File: config.mk
export PLATFORM = sky130hd
export DESIGN_NAME = keccak_rand_gen
export DESIGN_NICKNAME = d
export VERILOG_FILES = /design/src/rtl/keccak_rand_gen.sv
export SDC_FILE = /design/constraint.sdc
export NUM_CORES = 1
export LEC_CHECK = 0
export ABC_AREA = 1
export ABC_CLOCK_PERIOD_IN_PS = 8700
export CORE_UTILIZATION = 55
export CTS_CLUSTER_DIAMETER = 50
export DETAILED_ROUTE_END_ITERATION = 7
export PLACE_DENSITY_LB_ADDON = 0.1
export SYNTH_ARGS = -nofsm -noshare
export SYNTH_HDL_FRONTEND = slang
export SYNTH_SLANG_ARGS = --single-unit
export TNS_END_PERCENT = 30
File: constraint.sdc
create_clock -name ClkxCI -period 8.7 [get_ports ClkxCI]
set_input_delay 0.87 -clock ClkxCI [delete_from_list [all_inputs] [get_ports ClkxCI]]
set_output_delay 0.87 -clock ClkxCI [all_outputs]
set_load 0.02 [all_outputs]
File: src/rtl/keccak_rand_gen.sv
// ---- keccak_rand_gen: seeded parallel-LFSR randomness source for the masked chi layer ----
// ---- Rev 1.0 --------------------------------------------------------------------------------
`default_nettype none

module keccak_rand_gen #(
   parameter  int SHARES          = 6,
   parameter  int NUM_SBOX        = 1,
   parameter  int WARMUP_CYCLES   = 16,
   parameter  int RESEED_INTERVAL = 1024,
   localparam int ZW              = (SHARES*SHARES-SHARES)/2*5*NUM_SBOX,
   localparam int NUM_LFSR        = (ZW+31)/32
) (
   input  logic          ClkxCI,
   input  logic          RstxRBI,
   input  logic [31:0]   SeedxDI,
   input  logic          SeedValidxSI,
   output logic          SeedReadyxSO,
   output logic [ZW-1:0] ZxDO,
   output logic          ZValidxSO,
   input  logic          ZReadyxSI,
   output logic          ReseedReqxSO
);

   localparam int LCW = (NUM_LFSR > 1) ? $clog2(NUM_LFSR) : 1;
   localparam int WCW = $clog2(WARMUP_CYCLES+1);
   localparam int CCW = $clog2(RESEED_INTERVAL+1);

   typedef enum logic [1:0] {IDLE = 2'd0, SEED = 2'd1, WARMUP = 2'd2, RUN = 2'd3} state_t;

   state_t          State_q;
   logic [31:0]     Lfsr_q [NUM_LFSR];
   logic [LCW-1:0]  LaneCnt_q;
   logic [WCW-1:0]  WarmCnt_q;
   logic [CCW-1:0]  ConsCnt_q;
   logic            ZValid_q, SeedReady_q, ReseedReq_q;
   logic [NUM_LFSR*32-1:0] LfsrFlat;
   logic            unused_lfsr_bits;
   logic            SeedHs, ZHs;

   // 32 unrolled Fibonacci steps: fb = s31^s21^s1^s0 shifted in at bit 0
   function automatic logic [31:0] advance(input logic [31:0] s);
      logic [31:0] t;
      t = s;
      for (int i = 0; i < 32; i++) t = {t[30:0], t[31] ^ t[21] ^ t[1] ^ t[0]};
      return t;
   endfunction

   function automatic logic [31:0] fix_seed(input logic [31:0] w);
      return (w == 32'h0) ? 32'h1 : w;
   endfunction

   assign SeedHs = SeedValidxSI & SeedReady_q;
   assign ZHs    = ZValid_q & ZReadyxSI;

   always_ff @(posedge ClkxCI or negedge RstxRBI) begin
      if (!RstxRBI) begin
         for (int k = 0; k < NUM_LFSR; k++) Lfsr_q[k] <= '0;
         State_q     <= IDLE;
         LaneCnt_q   <= '0;
         WarmCnt_q   <= '0;
         ConsCnt_q   <= '0;
         ZValid_q    <= 1'b0;
         SeedReady_q <= 1'b0;
         ReseedReq_q <= 1'b1;
      end else begin
         case (State_q)
            IDLE, RUN: begin
               SeedReady_q <= 1'b1;
               // A seed load outranks a simultaneous Z transfer for the state update
               if (SeedHs) begin
                  Lfsr_q[0]   <= fix_seed(SeedxDI);
                  ReseedReq_q <= 1'b0;
                  ConsCnt_q   <= '0;
                  ZValid_q    <= 1'b0;
                  LaneCnt_q   <= LCW'(1);
                  WarmCnt_q   <= '0;
                  if (NUM_LFSR == 1) begin
                     State_q     <= WARMUP;
                     SeedReady_q <= 1'b0;
                  end else begin
                     State_q <= SEED;
                  end
               end else if (State_q == RUN && ZHs) begin
                  for (int k = 0; k < NUM_LFSR; k++) Lfsr_q[k] <= advance(Lfsr_q[k]);
                  if (ConsCnt_q != CCW'(RESEED_INTERVAL)) ConsCnt_q <= ConsCnt_q + CCW'(1);
                  if (ConsCnt_q == CCW'(RESEED_INTERVAL-1)) ReseedReq_q <= 1'b1;
               end
            end
            SEED: begin
               if (SeedHs) begin
                  Lfsr_q[LaneCnt_q] <= fix_seed(SeedxDI);
                  if (LaneCnt_q == LCW'(NUM_LFSR-1)) begin
                     State_q     <= WARMUP;
                     WarmCnt_q   <= '0;
                     SeedReady_q <= 1'b0;
                  end else begin
                     LaneCnt_q <= LaneCnt_q + LCW'(1);
                  end
               end
            end
            WARMUP: begin
               for (int k = 0; k < NUM_LFSR; k++) Lfsr_q[k] <= advance(Lfsr_q[k]);
               WarmCnt_q <= WarmCnt_q + WCW'(1);
               if (WarmCnt_q == WCW'(WARMUP_CYCLES-1)) begin
                  State_q     <= RUN;
                  ZValid_q    <= 1'b1;
                  SeedReady_q <= 1'b1;
               end
            end
            default: State_q <= IDLE;
         endcase
      end
   end

   for (genvar k = 0; k < NUM_LFSR; k++) begin : g_lane
      assign LfsrFlat[k*32 +: 32] = Lfsr_q[k];
   end

   // Lanes hold seeds and warm-up states outside RUN; mask them so no partial vector leaks
   assign ZxDO             = ZValid_q ? LfsrFlat[ZW-1:0] : '0;
   assign unused_lfsr_bits = ^LfsrFlat;
   assign ZValidxSO        = ZValid_q;
   assign SeedReadyxSO     = SeedReady_q;
   assign ReseedReqxSO     = ReseedReq_q;

endmodule

`default_nettype wire

==> metrics.csv <==
metric,value,unit
status,"finished, final reports clean",
hold_buffers,0,
gp_congestion,0.961,
drtIter0Drc,1219,
grt_pass1_vias,11400,
cts_resized,0,
wl,39.1,mm
dp_hpwl,28.0,mm
fin_skew,0.0128,ns
async_flop_share,100,%
fin_util,65.8,%
io_buffer_count,113,
layout-drive-gt1-share,9.16,%
slew_headroom,18.3,%
syn_area,11600,µm²
root_buffer,clkbuf_16,
grt_max_degree,80,
io-pin-count,114,
fmax,0.206,GHz
cts_sinks,119,
fin_area,13500,µm²
antenna_found_initial,0,
arrival,5.15,ns
post-route-min-period,4.84,ns
synth_ff_type,dfrtp_1,
h-tree-depth,4,
area_delta_synth_final,16.0,%
tightestPinTransition,1.22,ns
core-area,20500,µm²
synth_top_area_share,25.4,%
cts_buffers,17,
fp.dieArea,21700,µm²
die_h,147,µm
regArea,2980,µm²
synth_nets,1880,
worst_path_largest_cell_delay,0.63,ns
dp.cells,2148,
synth_edf_count,0,
tns,0,ns
cpMaxStageDelayCell,dfrtp_1,
multiInputGateArea,7240,µm²
drt-vias-per-instance,5.75,
nFillCells,1878,
fp.dieW,147,µm
ys_seq_area_share,25.6,%
wl_per_cell,17.9,µm
period_share,55.7,%
crit_type,register to register,
dr.pass1.iters,5,
grt_usage,36.3,%
fin_nets,1944,
crit_top_cell,nand2_2,
synth_warnings,0,
clk_path_buf_depth,2,
hp-class,register to register,
synth_most_common_cell,nand2_1,
route.vias.total,12500,
critPathLaunchType,register,
cts_tree,done,
rsz0062_at_grt,false,
synth_cell_types,42,
setup_violations,0,
synth_area_leaders,"dfrtp_1 25%, nand2_1 11%, inv_1 9.1%",
clk_pin_slew_worst_paths,0.07,ns
ant_nets,0,
final_cells,2180,
clk_latency,0.43,ns
drc_errors,0,
grt_pass1_wl,61.3,mm
post_cts_buffers,0,
n_antenna_cell,0,
maxSlewViolCount,0,
required,9.01,ns
post-synth-top-area-cell,dfrtp_1,
finalHoldViolCount,0,
start_util,56.7,%
syn_inst,1833,
cp-end-kind,register,
synth_seq_cells,119,
synth_area_per_cell,6.34,µm²
dpl-instance-area,12900,µm²
maxCapViolations,0,
cp_max_fo,7,
rows,52,
grt-ovfl-total,0,
synthTopCellsByCount,"340 x nand2_1, 281 x inv_1, 187 x nand3_1",
sequential cells by signal, indices dropped and copies added, names as in the netlist:
signal and cells:
ZValidxSO 1, LfsrFlat 96, LaneCnt_q 2, State_q 2, SeedReadyxSO 1, ConsCnt_q 11, ReseedReqxSO 1, WarmCnt_q 5
critical path: cells and delay by family (launching register included):
kind / cells / cell delay (ns)
AO/OA/AOI/OAI: 1 / 0.07
buffers and inverters: 1 / 0.05
flip-flops: 1 / 0.63
AND/OR/NAND/NOR: 37 / 3.76
XOR/XNOR: 1 / 0.20
final timing paths:
kind                                    from      endpoint  slack (ns)  cells after the start
worst min register to register  WarmCnt_q[0]  WarmCnt_q[0]        0.51                      1
min in group asynchronous            RstxRBI  WarmCnt_q[4]        0.54                      1
worst max register to register   LfsrFlat[1]   LfsrFlat[1]        3.86                     40
worst min-delay path            WarmCnt_q[0]  WarmCnt_q[0]        0.51                      1
max in group asynchronous            RstxRBI  LfsrFlat[47]        6.78                      2
worst max-delay path             LfsrFlat[1]   LfsrFlat[1]        3.86                     40
routing by layer:
| layer | share of wire [%] | track usage, % |
|---|---|---|
| met1 | 43 | 50.0 |
| met2 | 44 | 55.1 |
| met3 | 9.8 | 7.95 |
| met4 | 3.8 | 14.6 |
| met5 | 0 | 0 |
logic make-up (layout without fill, tap and decap cells):
group | Yosys count | count (layout) | synth area share, %
AOI/OAI and AO/OA | 354 | 354 | 16.7
and+or+nand+nor | 832 | 832 | 33.0
DFF | 119 | 119 | 25.6
buffers and inverters | 374 | 451 | 12.2
adders and majority gates | 11 | 11 | 1.18
xor gates and xnor gates | 143 | 143 | 11.2
area by class of cell:
class	count	share of cell area, %
Clock buffer	18	3.26
Clock inverter	14	1.21
Inverter	294	8.19
Multi-Input combinational cell	1340	53.7
Sequential cell	119	22.1
Tap cell	270	2.51
Timing Repair Buffer	125	9.04
placed cells by master (no fill, tap or decap), drive strengths merged, types with 15 or more instances in the layout:
cell type	count
a21oi	149
a22oi	15
clkbuf	18
clkdlybuf4s50	112
dfrtp	118
inv	299
nand2	420
nand3	209
nor2	162
o21ai	138
o22ai	15
xnor2	58
xor2	85
metrics by stage:
stage / setup slack (ns) / hold WS [ns]
after global routing: 3.34 / 0.530
final: 3.86 / 0.510
after detailed placement: 3.98 / 0.494
after global placement: 4.07 / 0.496
after CTS: 3.97 / 0.511
after floorplan: 4.75 / 0.469
Power is not shown: default switching activity piles up to over one toggle a cycle in this logic, so the estimate is an artifact.
